--- src/rtl/shift_sched.sv ---
// Two-port shift scheduler: one shared barrel shifter feeding a single result register.
// Define SHIFT_SCHED_RR_EN for round-robin arbitration; fixed priority (port 0) otherwise.
module shift_sched #(
  parameter int CNT_W = 16
) (
  input  logic             clock,
  input  logic             reset_n,
  input  logic             req0_valid,
  output logic             req0_ready,
  input  logic [31:0]      req0_data,
  input  logic [4:0]       req0_shamt,
  input  logic             req0_op,
  input  logic             req1_valid,
  output logic             req1_ready,
  input  logic [31:0]      req1_data,
  input  logic [4:0]       req1_shamt,
  input  logic             req1_op,
  output logic             out_valid,
  input  logic             out_ready,
  output logic [31:0]      out_data,
  output logic             out_id,
  output logic [CNT_W-1:0] done0_cnt,
  output logic [CNT_W-1:0] done1_cnt
);

  localparam logic [0:0] EMPTY = 1'b0;
  localparam logic [0:0] FULL  = 1'b1;

  logic [0:0]       state_q, state_d;
  logic [31:0]      data_q, data_d;
  logic             id_q, id_d;
  logic [CNT_W-1:0] cnt0_q, cnt0_d;
  logic [CNT_W-1:0] cnt1_q, cnt1_d;

  logic accept;
  logic gnt0, gnt1;
  logic fire;
  logic deliver;

  logic [31:0] sh_in;
  logic [4:0]  sh_amt;
  logic        sh_op;
  logic        sgn;
  logic [31:0] s1, s2, s3, s4, s5;

`ifdef SHIFT_SCHED_RR_EN
  logic ptr_q, ptr_d;
`endif

  // Arbitration never looks at operand data, only valids/state/pointer.
  always_comb begin
    accept = (state_q == EMPTY) | out_ready;
`ifdef SHIFT_SCHED_RR_EN
    gnt1 = req1_valid & (~req0_valid | ptr_q);
`else
    gnt1 = req1_valid & ~req0_valid;
`endif
    gnt0 = req0_valid & ~gnt1;
    fire = accept & (gnt0 | gnt1);
    req0_ready = reset_n & accept & gnt0;
    req1_ready = reset_n & accept & gnt1;
  end

  always_comb begin
    sh_in  = gnt1 ? req1_data  : req0_data;
    sh_amt = gnt1 ? req1_shamt : req0_shamt;
    sh_op  = gnt1 ? req1_op    : req0_op;
    sgn    = sh_in[31];
  end

  // Five log stages; op=1 is arithmetic right, op=0 logical left.
  always_comb begin
    if (!sh_amt[0])  s1 = sh_in;
    else if (sh_op)  s1 = {sgn, sh_in[31:1]};
    else             s1 = {sh_in[30:0], 1'b0};

    if (!sh_amt[1])  s2 = s1;
    else if (sh_op)  s2 = {{2{sgn}}, s1[31:2]};
    else             s2 = {s1[29:0], 2'b0};

    if (!sh_amt[2])  s3 = s2;
    else if (sh_op)  s3 = {{4{sgn}}, s2[31:4]};
    else             s3 = {s2[27:0], 4'b0};

    if (!sh_amt[3])  s4 = s3;
    else if (sh_op)  s4 = {{8{sgn}}, s3[31:8]};
    else             s4 = {s3[23:0], 8'b0};

    if (!sh_amt[4])  s5 = s4;
    else if (sh_op)  s5 = {{16{sgn}}, s4[31:16]};
    else             s5 = {s4[15:0], 16'b0};
  end

  always_comb begin
    state_d = state_q;
    data_d  = data_q;
    id_d    = id_q;
    deliver = (state_q == FULL) & out_ready;
    unique case (state_q)
      EMPTY: begin
        if (fire) state_d = FULL;
      end
      FULL: begin
        if (fire)           state_d = FULL;
        else if (out_ready) state_d = EMPTY;
      end
      default: state_d = EMPTY;
    endcase
    if (fire) begin
      data_d = s5;
      id_d   = gnt1;
    end
  end

  always_comb begin
    cnt0_d = cnt0_q;
    cnt1_d = cnt1_q;
    if (deliver && !id_q) cnt0_d = cnt0_q + CNT_W'(1);
    if (deliver &&  id_q) cnt1_d = cnt1_q + CNT_W'(1);
  end

`ifdef SHIFT_SCHED_RR_EN
  always_comb begin
    ptr_d = ptr_q;
    if (fire) ptr_d = gnt0;
  end

  always_ff @(posedge clock or negedge reset_n) begin
    if (!reset_n) ptr_q <= 1'b0;
    else          ptr_q <= ptr_d;
  end
`endif

  always_ff @(posedge clock or negedge reset_n) begin
    if (!reset_n) begin
      state_q <= EMPTY;
      data_q  <= '0;
      id_q    <= 1'b0;
      cnt0_q  <= '0;
      cnt1_q  <= '0;
    end else begin
      state_q <= state_d;
      data_q  <= data_d;
      id_q    <= id_d;
      cnt0_q  <= cnt0_d;
      cnt1_q  <= cnt1_d;
    end
  end

  assign out_valid = (state_q == FULL);
  assign out_data  = data_q;
  assign out_id    = id_q;
  assign done0_cnt = cnt0_q;
  assign done1_cnt = cnt1_q;

endmodule

--- config.mk ---
export PLATFORM = sky130hd
export DESIGN_NAME = shift_sched
export DESIGN_NICKNAME = d
export VERILOG_FILES = /design/src/rtl/shift_sched.sv
export SDC_FILE = /design/constraint.sdc
export NUM_CORES = 1
export LEC_CHECK = 0
export ABC_CLOCK_PERIOD_IN_PS = 3050
export CAP_MARGIN = 0
export CORE_MARGIN = 2
export CORE_UTILIZATION = 25
export CTS_CLUSTER_DIAMETER = 80
export DETAILED_ROUTE_END_ITERATION = 6
export SYNTH_ARGS = -nofsm -noshare
export SYNTH_HDL_FRONTEND = slang
export SYNTH_SLANG_ARGS = --single-unit
--- constraint.sdc ---
create_clock -name clock -period 3.05 [get_ports clock]
set_input_delay 0.61 -clock clock [delete_from_list [all_inputs] [get_ports clock]]
set_output_delay 0.61 -clock clock [all_outputs]
set_load 0.1 [all_outputs]
==> results.md, run 1 <==
Setup path:
- Together, buffers and inverters on the worst path number 3.
- The number of cells on the worst reg-to-reg path is 7.
- Walking the worst path, the cells encountered are dlygate4sd2_1 -> buf_6 -> nand2b_4 -> buf_12 -> mux2_4 -> a2111oi_4 -> o32ai_2 -> or2_1 -> o211a_1 -> or4_1 -> a31oi_1.
- The startpoint class of the critical path is an input port.
- The largest single stage delay on the critical path is between 0.4 and 0.5 ns.
- STA classifies the critical path endpoint as a flop.
- The critical path class is input port to flop.
- The data arrival time of the critical path is about 3.2 ns.
- The setup slack of the most critical reg-to-reg path is approximately 1.1 ns.
- Along the worst path, the maximum fanout reaches 6.
- For the worst setup path, the data required time is roughly 3.3 ns.
- The worst register-to-register path ends at out_data[8].
- The critical path's slowest cell is sky130_fd_sc_hd__or4_1.
- The cell family contributing the most delay on the critical path is compound AO/OA/AOI/OAI gates.
- The worst register-to-register path begins at out_valid.

Final layout:
- Once layout is complete, the utilization of the core stands at 40.5%.
- At the end of the flow, the number of nets in the layout was 1489.
- Summing all multi-input logic gate instances after layout gives slightly below 6000 um^2.
- The antenna diode instance count is 0.
- The area occupied by registers is ~1700 um^2.
- The filler cells instantiated in the layout total 3048.
- Of the cells placed in the final design, the portion with a size suffix greater than 1 is between 30 and 40%.
- Once layout is complete, the cells apart from fillers number around 1800.
- The synthesis-to-layout area growth is 60.2%.

STA:
- Setup repair after global routing could not meet its margin everywhere.
- On the final layout, the worst clock skew is 0.00643 ns.
- Based on the critical path, the design can be clocked at up to between 0.3 and 0.4 GHz.
- In this run the tightest slew margin relative to its limit is about two thirds.
- The slew at the pin with the worst max-slew slack is just under 0.5 ns.
- The fraction of the cycle the final worst path needs is between 90% and 100%.
- In the post-route analysis, the smallest setup slack over all paths is between 0.07 and 0.08 ns.
- Setup violations remaining at the end of the flow were counted as 0.
- The count of final max-slew check failures is 0.
- The number of hold-slack violations in the final timing report is 0.
- The time the worst path needs with I/O delays and setup is a little under 3 ns.

Synthesis:
- Yosys attributes the largest share of cell area to sky130_fd_sc_hd__dfrtp_1 (21%), sky130_fd_sc_hd__mux2i_1 (7.7%), sky130_fd_sc_hd__nand2_1 (5.4%).
- The synthesized design contains 0 enable-type register cells.
- The total of warnings raised by yosys is 0.
- The synthesized netlist cell count is roughly 1000.
- Summed over all instances, the cell type with the most area after synthesis is sky130_fd_sc_hd__dfrtp_1.
- After synthesis, the mean cell area works out to roughly 7.6 um^2.
- Among all flip-flop cells after synthesis, the most frequent one is sky130_fd_sc_hd__dfrtp_1.
- The fraction of the yosys area taken by sequential cells is a little over a fifth.
- The share of synthesized registers carrying an async set or reset is 100%.
- The top cell type's share of synthesized area is between 20 and 25%.
- Counting distinct cell types in the post-synthesis netlist gives 90.
- Counting flops and latches in the post-synthesis netlist gives 66.
- sky130_fd_sc_hd__nand2_1 is the most common cell in the netlist.
- Sorting the synthesized cells by how often they occur yields sky130_fd_sc_hd__nand2_1 (112), sky130_fd_sc_hd__nor2_1 (111), sky130_fd_sc_hd__dfrtp_1 (66).
- The total standard cell area after synthesis is 7720 um^2.
- The post-synthesis net count is 1099.

Outcome:
- The flow ran to the end, and the final reports show no timing, DRC or antenna violations.

Global route:
- The first global-routing pass estimated ~60000 um of wire.
- The via count of the first global-routing pass is 10100.
- Across every metal layer, demand over resource in global routing totals between 20% and 30%.
- The initial antenna violation count came to 0.
- Global routing finished with a remaining overflow of 0.
- Entering global routing, the biggest net connects 34 pins.

Placed design:
- OpenSTA, run right after detailed placement, puts the worst setup slack at -0.656 ns.
- Routability-driven placement finished with a final weighted congestion of 0.989.
- The number of cells in the design after placement is 1786.
- The number of port buffers is ~150.
- The half-perimeter wire length of the detailed placement result is 30900 um.

Pwr:
- The peak supply drop is between 400 and 500 uV.
- For this design the static power due to leakage is 5.45 nW.
- In this run the power density over the cells is 503 nW/um^2.
- The post-layout total power is roughly 6.2 mW.

CTS:
- Clock-pin slew was measured on the worst setup and hold paths at around 0.06 ns.
- The H-tree depth reported by CTS is 3.
- The clock passes through at most 2 buffers.
- The number of buffers inserted for hold repair after clock tree synthesis is 0.
- The clock buffer count from CTS is 9.
- The clock drives between 60 and 70 sinks.
- The clock tree from TritonCTS is done.
- The tree is rooted in a sky130_fd_sc_hd__clkbuf_16.
- For the worst-skew pair, the clock arrives at the later sink with an insertion delay of ~0.34 ns.

Die:
- After floorplanning, the core was divided into 64 placement rows.
- The horizontal die dimension is ~180 um.
- The die covers roughly 32000 um^2.
- From bottom edge to top edge, the die measures approximately 180 um.
- The floorplan step defined a core boundary enclosing ~31000 um^2.
- The initial core utilization is 25.3%.
- about 150 I/O pins were placed.

Detailed routing:
- The first-pass iteration count of the detailed router is 5.
- The average wire per standard cell is 21.4 um.
- The DRC marker count from the first detailed-route iteration is a little under 1000.
- The detail route stage leaves a number of antenna-violating nets equal to 0.
- Wires add up to 38700 um.
- For this run, design rule violations remaining after detail routing come to 0.
- The total number of vias is between 10000 and 15000.
- The average via count per standard cell is 5.70.

Flow run:
- Max-cap violations in this run came to 0.

Min path:
- The worst min-delay path class is input port to asynchronous set/reset pin.
## per-layer routing
metal  wire length [um]  vias to the layer above  track usage (%)
met5                  0                        -                0
met2              17800                      512             38.2
li1                   -                     4690                -
met1              17100                     5012             31.7
met3               2790                       83             3.06
met4                994                        0             6.11
## cell type report
cell class                 count  share of cell area (%)
clock buffer                  10                    1.85
clock inverter                 6                   0.931
timing repair buffer         468                    32.0
inverter                      16                   0.486
sequential                    66                    13.4
tap                          396                    4.01
multi-input combinational    845                    47.4
## repair_timing
action,in CTS,in global routing
resized for setup,32,35
setup endpoints to repair,31,26
gates cloned,1,0
setup buffers,4,0
pin swaps,6,3
## cells by family after synthesis
logic type	count (synthesis)	synth area share [%]
compound gates	339	31.9
xor+xnor	30	3.40
fa+ha+maj	2	0.324
buf+inv	105	6.63
flops	66	21.4
mux	84	11.7
simple gates	390	24.7
## worst max-delay path by stage
stage,start,endpoint,depth (start not counted)
floorplan,req1_valid,req1_ready,6
global placement,req0_valid,out_data[4],13
detailed placement,req0_valid,out_data[4],13
CTS,req1_shamt[0],out_data[31],11
global route,req0_valid,out_data[28],12
finish,req1_valid,out_data[30],11
## registers in the layout, indices dropped and copies added (netlist names)
register,flops
out_valid,1
out_data,32
out_id,1
done0_cnt,16
done1_cnt,16
## worst reg2reg max path, stage by stage (launching register included)
cell and delay, ns:
sky130_fd_sc_hd__dfrtp_1 0.40, sky130_fd_sc_hd__nand2b_1 0.21, sky130_fd_sc_hd__o21a_1 0.35, sky130_fd_sc_hd__buf_4 0.27, sky130_fd_sc_hd__nor2_1 0.09, sky130_fd_sc_hd__a211o_1 0.27
sky130_fd_sc_hd__nor3_1 0.15, sky130_fd_sc_hd__o32a_1 0.17
## per-stage QoR
step | cell area, um^2 | setup TNS, ns | hold WS [ns]
4_1_cts | 12200 | 0 | 0.375
6_report | 12400 | 0 | 0.357
3_5_place_dp | 11700 | -13.86 | 0.469
5_1_grt | 12400 | -0.0401 | 0.400
2_1_floorplan | 7720 | 0 | 0.314
3_3_place_gp | 11700 | -14.31 | 0.462
## cells in the final DEF (no fill, tap or decap), types with 7 or more instances in the layout
master                            count
sky130_fd_sc_hd__a211oi_1            13
sky130_fd_sc_hd__a21oi_1             55
sky130_fd_sc_hd__a221oi_1             7
sky130_fd_sc_hd__a31o_2              12
sky130_fd_sc_hd__a31oi_1             31
sky130_fd_sc_hd__a32oi_1              7
sky130_fd_sc_hd__and3_1              12
sky130_fd_sc_hd__buf_12              17
sky130_fd_sc_hd__buf_4              366
sky130_fd_sc_hd__clkbuf_16            9
sky130_fd_sc_hd__clkdlybuf4s50_1     74
sky130_fd_sc_hd__dfrtp_1             66
sky130_fd_sc_hd__inv_1               15
sky130_fd_sc_hd__mux2_2              19
sky130_fd_sc_hd__mux2i_1             54
sky130_fd_sc_hd__nand2_1            111
sky130_fd_sc_hd__nand2b_1             8
sky130_fd_sc_hd__nand3_1             42
sky130_fd_sc_hd__nand4_1             11
sky130_fd_sc_hd__nor2_1             106
sky130_fd_sc_hd__nor3_1              34
sky130_fd_sc_hd__nor4bb_1            13
sky130_fd_sc_hd__o2111ai_1            7
sky130_fd_sc_hd__o211ai_1            22
sky130_fd_sc_hd__o21a_1               7
sky130_fd_sc_hd__o21ai_0             38
sky130_fd_sc_hd__o21ai_1              8
sky130_fd_sc_hd__o22ai_1             14
sky130_fd_sc_hd__xnor2_1             25
## where the power goes
group	switching, mW	internal, mW
sequential	0.163	1.04
clock	0.428	0.802
combinational	2.51	1.27
total	3.10	3.12
No activity file was read; power rests on OpenSTA's default activity.
==> run 2, diff against run 1 <==
--- a/config.mk
+++ b/config.mk
@@ -5,8 +5,9 @@
 export SDC_FILE = /design/constraint.sdc
 export NUM_CORES = 1
 export LEC_CHECK = 0
-export ABC_CLOCK_PERIOD_IN_PS = 3050
+export ABC_CLOCK_PERIOD_IN_PS = 2850
 export CAP_MARGIN = 0
+export CORE_ASPECT_RATIO = 2
 export CORE_MARGIN = 2
 export CORE_UTILIZATION = 25
 export CTS_CLUSTER_DIAMETER = 80
==> constraint.sdc (replaced) <==
create_clock -name clock -period 2.85 [get_ports clock]
set_input_delay 0.57 -clock clock [delete_from_list [all_inputs] [get_ports clock]]
set_output_delay 0.57 -clock clock [all_outputs]
set_load 0.1 [all_outputs]
==> results.md, run 2 (synthesis results as in run 1) <==
Outcome:
- The run finished with clean final reports.

Setup path:
- The worst endpoint required time came to 3.05 ns (-0.26 ns).
- The data arrival time of the critical path was 3.02 ns (-0.21 ns).
- The delay contributed by the slowest stage of the critical path is 0.64 ns (+0.18 ns).
- The cell occurring most often along the worst timing path is sky130_fd_sc_hd__o21ai_1.
- The largest fanout on the critical path is 3 (-3).
- STA classifies the critical path endpoint as a flop.
- The worst setup path is launched from an input port.
- The critical path's slowest cell is sky130_fd_sc_hd__or4b_2.
- Traced cell by cell, the critical path runs through clkdlybuf4s50_1 -> or4b_2 -> o31ai_2 -> o21ba_2 -> a211o_1 -> o211ai_1 -> o21ai_1 -> a222oi_1 -> o21ai_1.
- By startpoint and endpoint, the worst setup path is classified as input port to flop.
- The cell family contributing the most delay on the critical path is compound AO/OA/AOI/OAI gates.
- The setup slack of the most critical reg-to-reg path is 0.89 ns (-0.19 ns).
- The buffers plus inverters on the worst setup path was 1 (-2).

Die:
- The row count was 91 (+42%).
- The number of top-level pins is 149 (unchanged).
- The initial core utilization came to 25.2% (-0.098 points).
- The area inside the core boundary came to 30600 um^2 (+0.39%).
- The area of the die came to 32400 um^2 (+0.26%).
- The vertical die dimension is 252 um (+40%).
- The horizontal die dimension is 128 um (-29%).

STA:
- Setup repair after global routing could not meet its margin everywhere.
- The number of hold-slack violations in the final timing report came to 0 (unchanged).
- Based on the critical path, the design can be clocked at up to about 0.35 GHz.
- The largest clock skew in the final design is 0.00588 ns (-0.000555 ns).
- The fraction of the cycle the final worst path needs is a little over nine tenths.
- The final count of negative-setup-slack endpoints is 0 (unchanged).
- The time the worst path needs with I/O delays and setup is 2.82 ns.
- The relative slew slack is 42.2% (-25 points).
- The worst hold slack across all endpoints came to 0.452 ns (+0.0944 ns).
- The count of final max-slew check failures was 0 (unchanged).
- The slew at the pin with the worst max-slew slack was 0.867 ns (+0.374 ns).

Final layout:
- The area growth from synthesis to layout is 65.4%.
- The total of fill cells in the finished design is 3092 (+1.4%).
- The number of flip-flops under the largest register name was 32 (unchanged).
- The commonest non-fill, non-tap cell in the layout is sky130_fd_sc_hd__buf_4.
- The share of layout cells above drive strength 1 is 38.4% (+2.4 points).
- The antenna diode instance count is 0 (unchanged).
- The layout net count is 1535 (+3.1%).
- In the layout the commonest cells are sky130_fd_sc_hd__buf_4 (406), sky130_fd_sc_hd__nand2_1 (112), sky130_fd_sc_hd__nor2_1 (108).

Flow run:
- The count of maximum capacitance violations is 0 (unchanged).

CTS:
- The number of buffers between clock root and the deepest sink is 2 (unchanged).
- The clock tree from TritonCTS is done.
- Clock tree synthesis selected as its root buffer the cell sky130_fd_sc_hd__clkbuf_16.
- The clock buffer count from CTS is 9 (unchanged).
- The clock insertion delay at the later pin of the skew report was 0.34 ns (about the same).
- The number of buffers inserted for hold repair after clock tree synthesis is 0 (unchanged).
- The sink count of the clock tree is 66 (unchanged).
- The clock-pin slew on the worst setup and hold paths is 0.05 ns (about the same).
- The H-tree depth reported by CTS is 3 (unchanged).

Global route:
- The total overflow reported by the global router is 0 (unchanged).
- The via count of the first global-routing pass came to 10600 (+5.7%).
- The overall routing resource usage is 25.4% (+2.3 points).
- The global-route wire length before repair is 63300 um (+5.9%).
- The pin count of the biggest net entering global routing is 67 (+97%).
- The initial antenna violation count is 1 (+1).

Placed design:
- The half-perimeter wire length of the detailed placement result is 33800 um (+9.4%).
- The number of port buffers is 148 (unchanged).
- The final weighted congestion of routability-driven global placement came to 0.985 (-0.37%).

Pwr:
- The peak supply drop came to 453 uV (-5.9%).
- The post-layout total power is 6.66 mW (+7.0%).
- The ratio of total power to cell area came to 522 nW/um^2 (+3.7%).
- The leakage power is 5.68 nW (+4.3%).

Detailed routing:
- The remaining antenna violation count after routing is 0 (unchanged).
- The post-detailed-route DRC marker count was 0 (unchanged).
- The total number of vias is 10600 (+2.7%).
- The average wire per standard cell is 23.0 um (+7.7%).
- The final wirelength is 42100 um (+9.0%).
- The DRC marker count from the first detailed-route iteration is 774 (-20%).
- The first-pass iteration count of the detailed router was 5 (unchanged).
- The average via count per standard cell came to 5.78 (+1.5%).

Min path:
- The worst min-delay path class is input port to asynchronous set/reset pin.
[run 2: layer usage]
layer  wire [um]  share of wire [%]  track usage [%]  up-vias
li1            -                  -                -     4778
met5           0                  0                0        -
met3        2440                5.8             3.45      134
met2       20700                 49             43.6      556
met1       16600                 39             30.6     5112
met4        2380                5.6             12.9        0
[run 2: worst register-to-register path: cells and delay by family, from the launching register on]
family,cells,cell delay [ns]
flops,1,0.39
compound gates,4,0.90
simple gates,3,0.57
[run 2: per-stage QoR]
stage | util (%) | TNS [ns] | cells | cell area, um^2 | setup WS [ns]
6_report | 41.7 | 0 | 1829 | 12800 | 0.0287
5_1_grt | 41.7 | -0.0554 | 1829 | 12800 | -0.0554
3_3_place_gp | 39.1 | -23.85 | 1800 | 12000 | -0.987
2_1_floorplan | - | 0 | 1016 | 7720 | 0.0825
3_5_place_dp | 39.1 | -24.12 | 1800 | 12000 | -1.02
4_1_cts | 40.9 | 0 | 1824 | 12500 | 0.00479
[run 2: area by class of cell]
cell class / instances / area (um^2) / share of cell area (%)
Multi-Input combinational cell: 845 / 5930 / 46.5
Tap cell: 372 / 465 / 3.65
Clock inverter: 6 / 65.1 / 0.510
Clock buffer: 10 / 239 / 1.87
Timing Repair Buffer: 514 / 4340 / 34.0
Inverter: 16 / 63.8 / 0.500
Sequential cell: 66 / 1650 / 12.9
[run 2: path summary, 6_finish.rpt]
path,startpoint,to,cells after the start
max,req1_data[13],out_data[6],9
min in group clock,done1_cnt[15],done1_cnt[15],1
min,reset_n,out_id,2
max reg2reg,out_valid,out_data[7],7
max in group asynchronous,reset_n,out_data[10],2
min reg2reg,done1_cnt[15],done1_cnt[15],1
[run 2: power by group]
part / leakage [nW] / total, mW / internal (mW) / switching, mW
sequential: 0.834 / 1.30 / 1.12 / 0.188
clock: 0.149 / 1.13 / 0.702 / 0.430
combinational: 4.70 / 4.22 / 1.45 / 2.77
[run 2: what timing repair did]
action,CTS,global route
gates resized for setup,52,34
endpoints found under the hold margin,0,0
buffers inserted,8,5
pin swaps,10,20
endpoints found under the setup margin,33,29
cloned,0,1
==> run 3, diff against run 2 <==
--- a/config.mk
+++ b/config.mk
@@ -10,6 +10,7 @@
 export CORE_ASPECT_RATIO = 2
 export CORE_MARGIN = 2
 export CORE_UTILIZATION = 25
+export CTS_BUF_LIST = sky130_fd_sc_hd__clkbuf_16
 export CTS_CLUSTER_DIAMETER = 80
 export DETAILED_ROUTE_END_ITERATION = 6
 export SYNTH_ARGS = -nofsm -noshare
==> results.md, run 3 (synthesis results as in run 1) <==
Outcome:
- The flow ran to the end, and the final reports show no timing, DRC or antenna violations.

Final layout:
- The library cells used most frequently in the layout, excluding fill and tap cells, are sky130_fd_sc_hd__buf_4 (406), sky130_fd_sc_hd__nand2_1 (112), sky130_fd_sc_hd__nor2_1 (108).
- The number of flip-flops under the largest register name came to 32 (unchanged).
- The final cell utilization of the core is 41.6% (about the same).
- The layout net count is 1535 (unchanged).
- The antenna diode instance count was 0 (unchanged).
- The share of layout cells above drive strength 1 is 38.3% (-0.069 points).
- The synthesis-to-layout area growth is 65.2% (about the same).
- The total of fill cells in the finished design came to 3095 (+0.097%).
- The library cell used most frequently in the layout, excluding fill and tap cells, is sky130_fd_sc_hd__buf_4.

CTS:
- The sink count of the clock tree is 66 (unchanged).
- The clock-pin slew on the worst setup and hold paths is 0.06 ns (about the same).
- TritonCTS built the clock tree.
- The clock root buffer is sky130_fd_sc_hd__clkbuf_16.
- The clock buffer count from CTS is 9 (unchanged).
- The H-tree depth reported by CTS was 3 (unchanged).
- The clock insertion delay at the later pin of the skew report was 0.34 ns (about the same).
- The number of buffers between clock root and the deepest sink was 2 (unchanged).

Placed design:
- The worst slack after detailed placement is -1.02 ns (unchanged).
- The final weighted congestion of routability-driven global placement came to 0.985 (unchanged).
- The number of port buffers came to 148 (unchanged).
- The half-perimeter wire length of the detailed placement result is 33800 um (unchanged).

Setup path:
- The depth of the most critical reg-to-reg path came to 7 (unchanged).
- The largest fanout on the critical path is 3 (unchanged).
- The worst endpoint required time is 3.06 ns (about the same).
- The beginning of the worst register-to-register path is out_valid.
- The setup slack of the most critical reg-to-reg path is 0.85 ns (-0.04 ns).
- The data arrival time of the critical path is 3.03 ns (about the same).
- The critical path class is input port to flop.
- STA classifies the critical path endpoint as a flop.
- The startpoint class of the critical path is an input port.
- In this run the critical register-to-register path is captured at out_data[7].

Global route:
- The via count of the first global-routing pass is 10600 (-0.26%).
- The pin count of the biggest net entering global routing is 67 (unchanged).
- The overall routing resource usage was 25.4% (+0.035 points).
- The total overflow reported by the global router is 0 (unchanged).
- The initial antenna violation count was 1 (unchanged).
- The global-route wire length before repair came to 63300 um (about the same).

Die:
- The horizontal die dimension came to 128 um (unchanged).
- The number of top-level pins is 149 (unchanged).
- The row count is 91 (unchanged).
- The vertical die dimension is 252 um (unchanged).
- The initial core utilization is 25.2% (unchanged).
- The area inside the core boundary is 30600 um^2 (unchanged).
- The area of the die is 32400 um^2 (unchanged).

STA:
- The time the worst path needs with I/O delays and setup was 2.82 ns (+0.00286 ns).
- The largest clock skew in the final design is 0.00572 ns (-0.000159 ns).
- The setup slack after layout came to 0.0258 ns (-0.00286 ns).
- The count of final max-slew check failures came to 0 (unchanged).
- The number of hold-slack violations in the final timing report was 0 (unchanged).
- The worst hold slack across all endpoints is 0.448 ns (-0.00333 ns).
- The slew at the pin with the worst max-slew slack is 0.865 ns (-0.00181 ns).
- The relative slew slack was 42.3% (+0.12 points).
- Setup repair after global routing could not meet its margin everywhere.
- The final count of negative-setup-slack endpoints came to 0 (unchanged).
- The fraction of the cycle the final worst path needs is 99.1% (+0.10 points).
- The aggregate negative setup slack was 0 ns (unchanged).
- The maximum operating frequency was 0.354 GHz (-0.10%).

Pwr:
- The switching power share of the total is 51.2% (+0.22 points).
- The internal power component came to 3.24 mW (-0.82%).
- The ratio of total power to cell area came to 520 nW/um^2 (-0.27%).
- The peak supply drop came to 426 uV (-6.1%).
- The switching power is 3.39 mW (about the same).
- The fraction of power consumed by sequential logic is 19.7% (about the same).
- The clock network power share was 16.7% (-0.3 points).
- The power share of the combinational group is 63.6% (+0.2 points).
- The post-layout total power is 6.63 mW (-0.37%).
- The leakage power came to 5.67 nW (-0.26%).

Flow run:
- The count of maximum capacitance violations came to 0 (unchanged).

Min path:
- The worst min-delay path class is input port to asynchronous set/reset pin.

Detailed routing:
- The final wirelength was 42100 um (about the same).
- The DRC marker count from the first detailed-route iteration is 830 (+7.2%).
- The average via count per standard cell came to 5.74 (-0.69%).
- The post-detailed-route DRC marker count is 0 (unchanged).
- The amount of wire on met2 after detailed routing was 20900 um (+0.71%).
- The total number of vias came to 10500 (-0.69%).
- Routed signal wires occupy layers up through met4.
- The routed wire length on met3 was 2470 um (+1.1%).
- The first-pass iteration count of the detailed router was 5 (unchanged).
- The detailed-route wire length on metal 1 is 16600 um (about the same).
- The average wire per standard cell is 23.0 um (about the same).
- The remaining antenna violation count after routing is 0 (unchanged).
==> run 3: cell count changes in the layout (fill, tap and decap cells not counted) <==
cell,change
sky130_fd_sc_hd__clkbuf_8,-1
sky130_fd_sc_hd__clkdlybuf4s50_1,+1
sky130_fd_sc_hd__clkinv_1,+1
sky130_fd_sc_hd__dlymetal6s2s_1,-1
sky130_fd_sc_hd__o21ai_0,-1
sky130_fd_sc_hd__o21ai_1,+1
==> run 3: power by group through the flow <==
stage / combinational (mW) / sequential [mW] / clock [mW]
after floorplan: 1.14 / 2.57 / 0
after global placement: 4.05 / 1.31 / 0
after detailed placement: 4.07 / 1.32 / 0
after CTS: 4.14 / 1.30 / 1.14
after global routing: 4.39 / 1.33 / 1.18
final: 4.22 / 1.30 / 1.11
==> run 3: metal layers <==
layer	up-vias	GRT usage [%]
met5	-	0
met4	0	12.1
met3	127	3.37
met2	510	44.1
met1	5096	30.7
li1	4774	-
==> run 3: how the worst max path moves through the flow <==
stage	start	endpoint	depth (start not counted)
floorplan	req1_valid	req1_ready	6
global placement	req1_valid	out_data[7]	11
detailed placement	req1_valid	out_data[7]	11
CTS	req0_shamt[0]	out_data[30]	11
global route	req0_valid	out_data[22]	11
finish	req1_data[13]	out_data[6]	9
==> run 3: per-stage QoR <==
stage,instances,area (um^2)
detailed placement,1800,12000
floorplan,1016,7720
CTS,1824,12500
global placement,1800,12000
finish,1829,12700
global route,1829,12700
==> run 3: layout make-up <==
cell class                      count  area [um^2]  area share, %
Inverter                           16         63.8          0.500
Clock inverter                      7         68.8          0.540
Sequential cell                    66         1650           13.0
Tap cell                          372          465           3.65
Clock buffer                        9          225           1.77
Multi-Input combinational cell    845         5930           46.5
Timing Repair Buffer              514         4340           34.0
==> run 3: worst max-delay path, stage by stage <==
cell                              delay (ns)
sky130_fd_sc_hd__clkdlybuf4s50_1        0.46
sky130_fd_sc_hd__or4b_2                 0.64
sky130_fd_sc_hd__o31ai_2                0.11
sky130_fd_sc_hd__o21ba_2                0.21
sky130_fd_sc_hd__a211o_1                0.30
sky130_fd_sc_hd__o211ai_1               0.26
sky130_fd_sc_hd__o21ai_1                0.14
sky130_fd_sc_hd__a222oi_1               0.23
sky130_fd_sc_hd__o21ai_1                0.11
==> run 3: timing repair <==
action,in CTS,in global routing
resized for setup,52,34
pin swaps,10,20
hold buffers,0,0
endpoints found under the setup margin,33,29
cloned,0,1
setup buffers,8,5
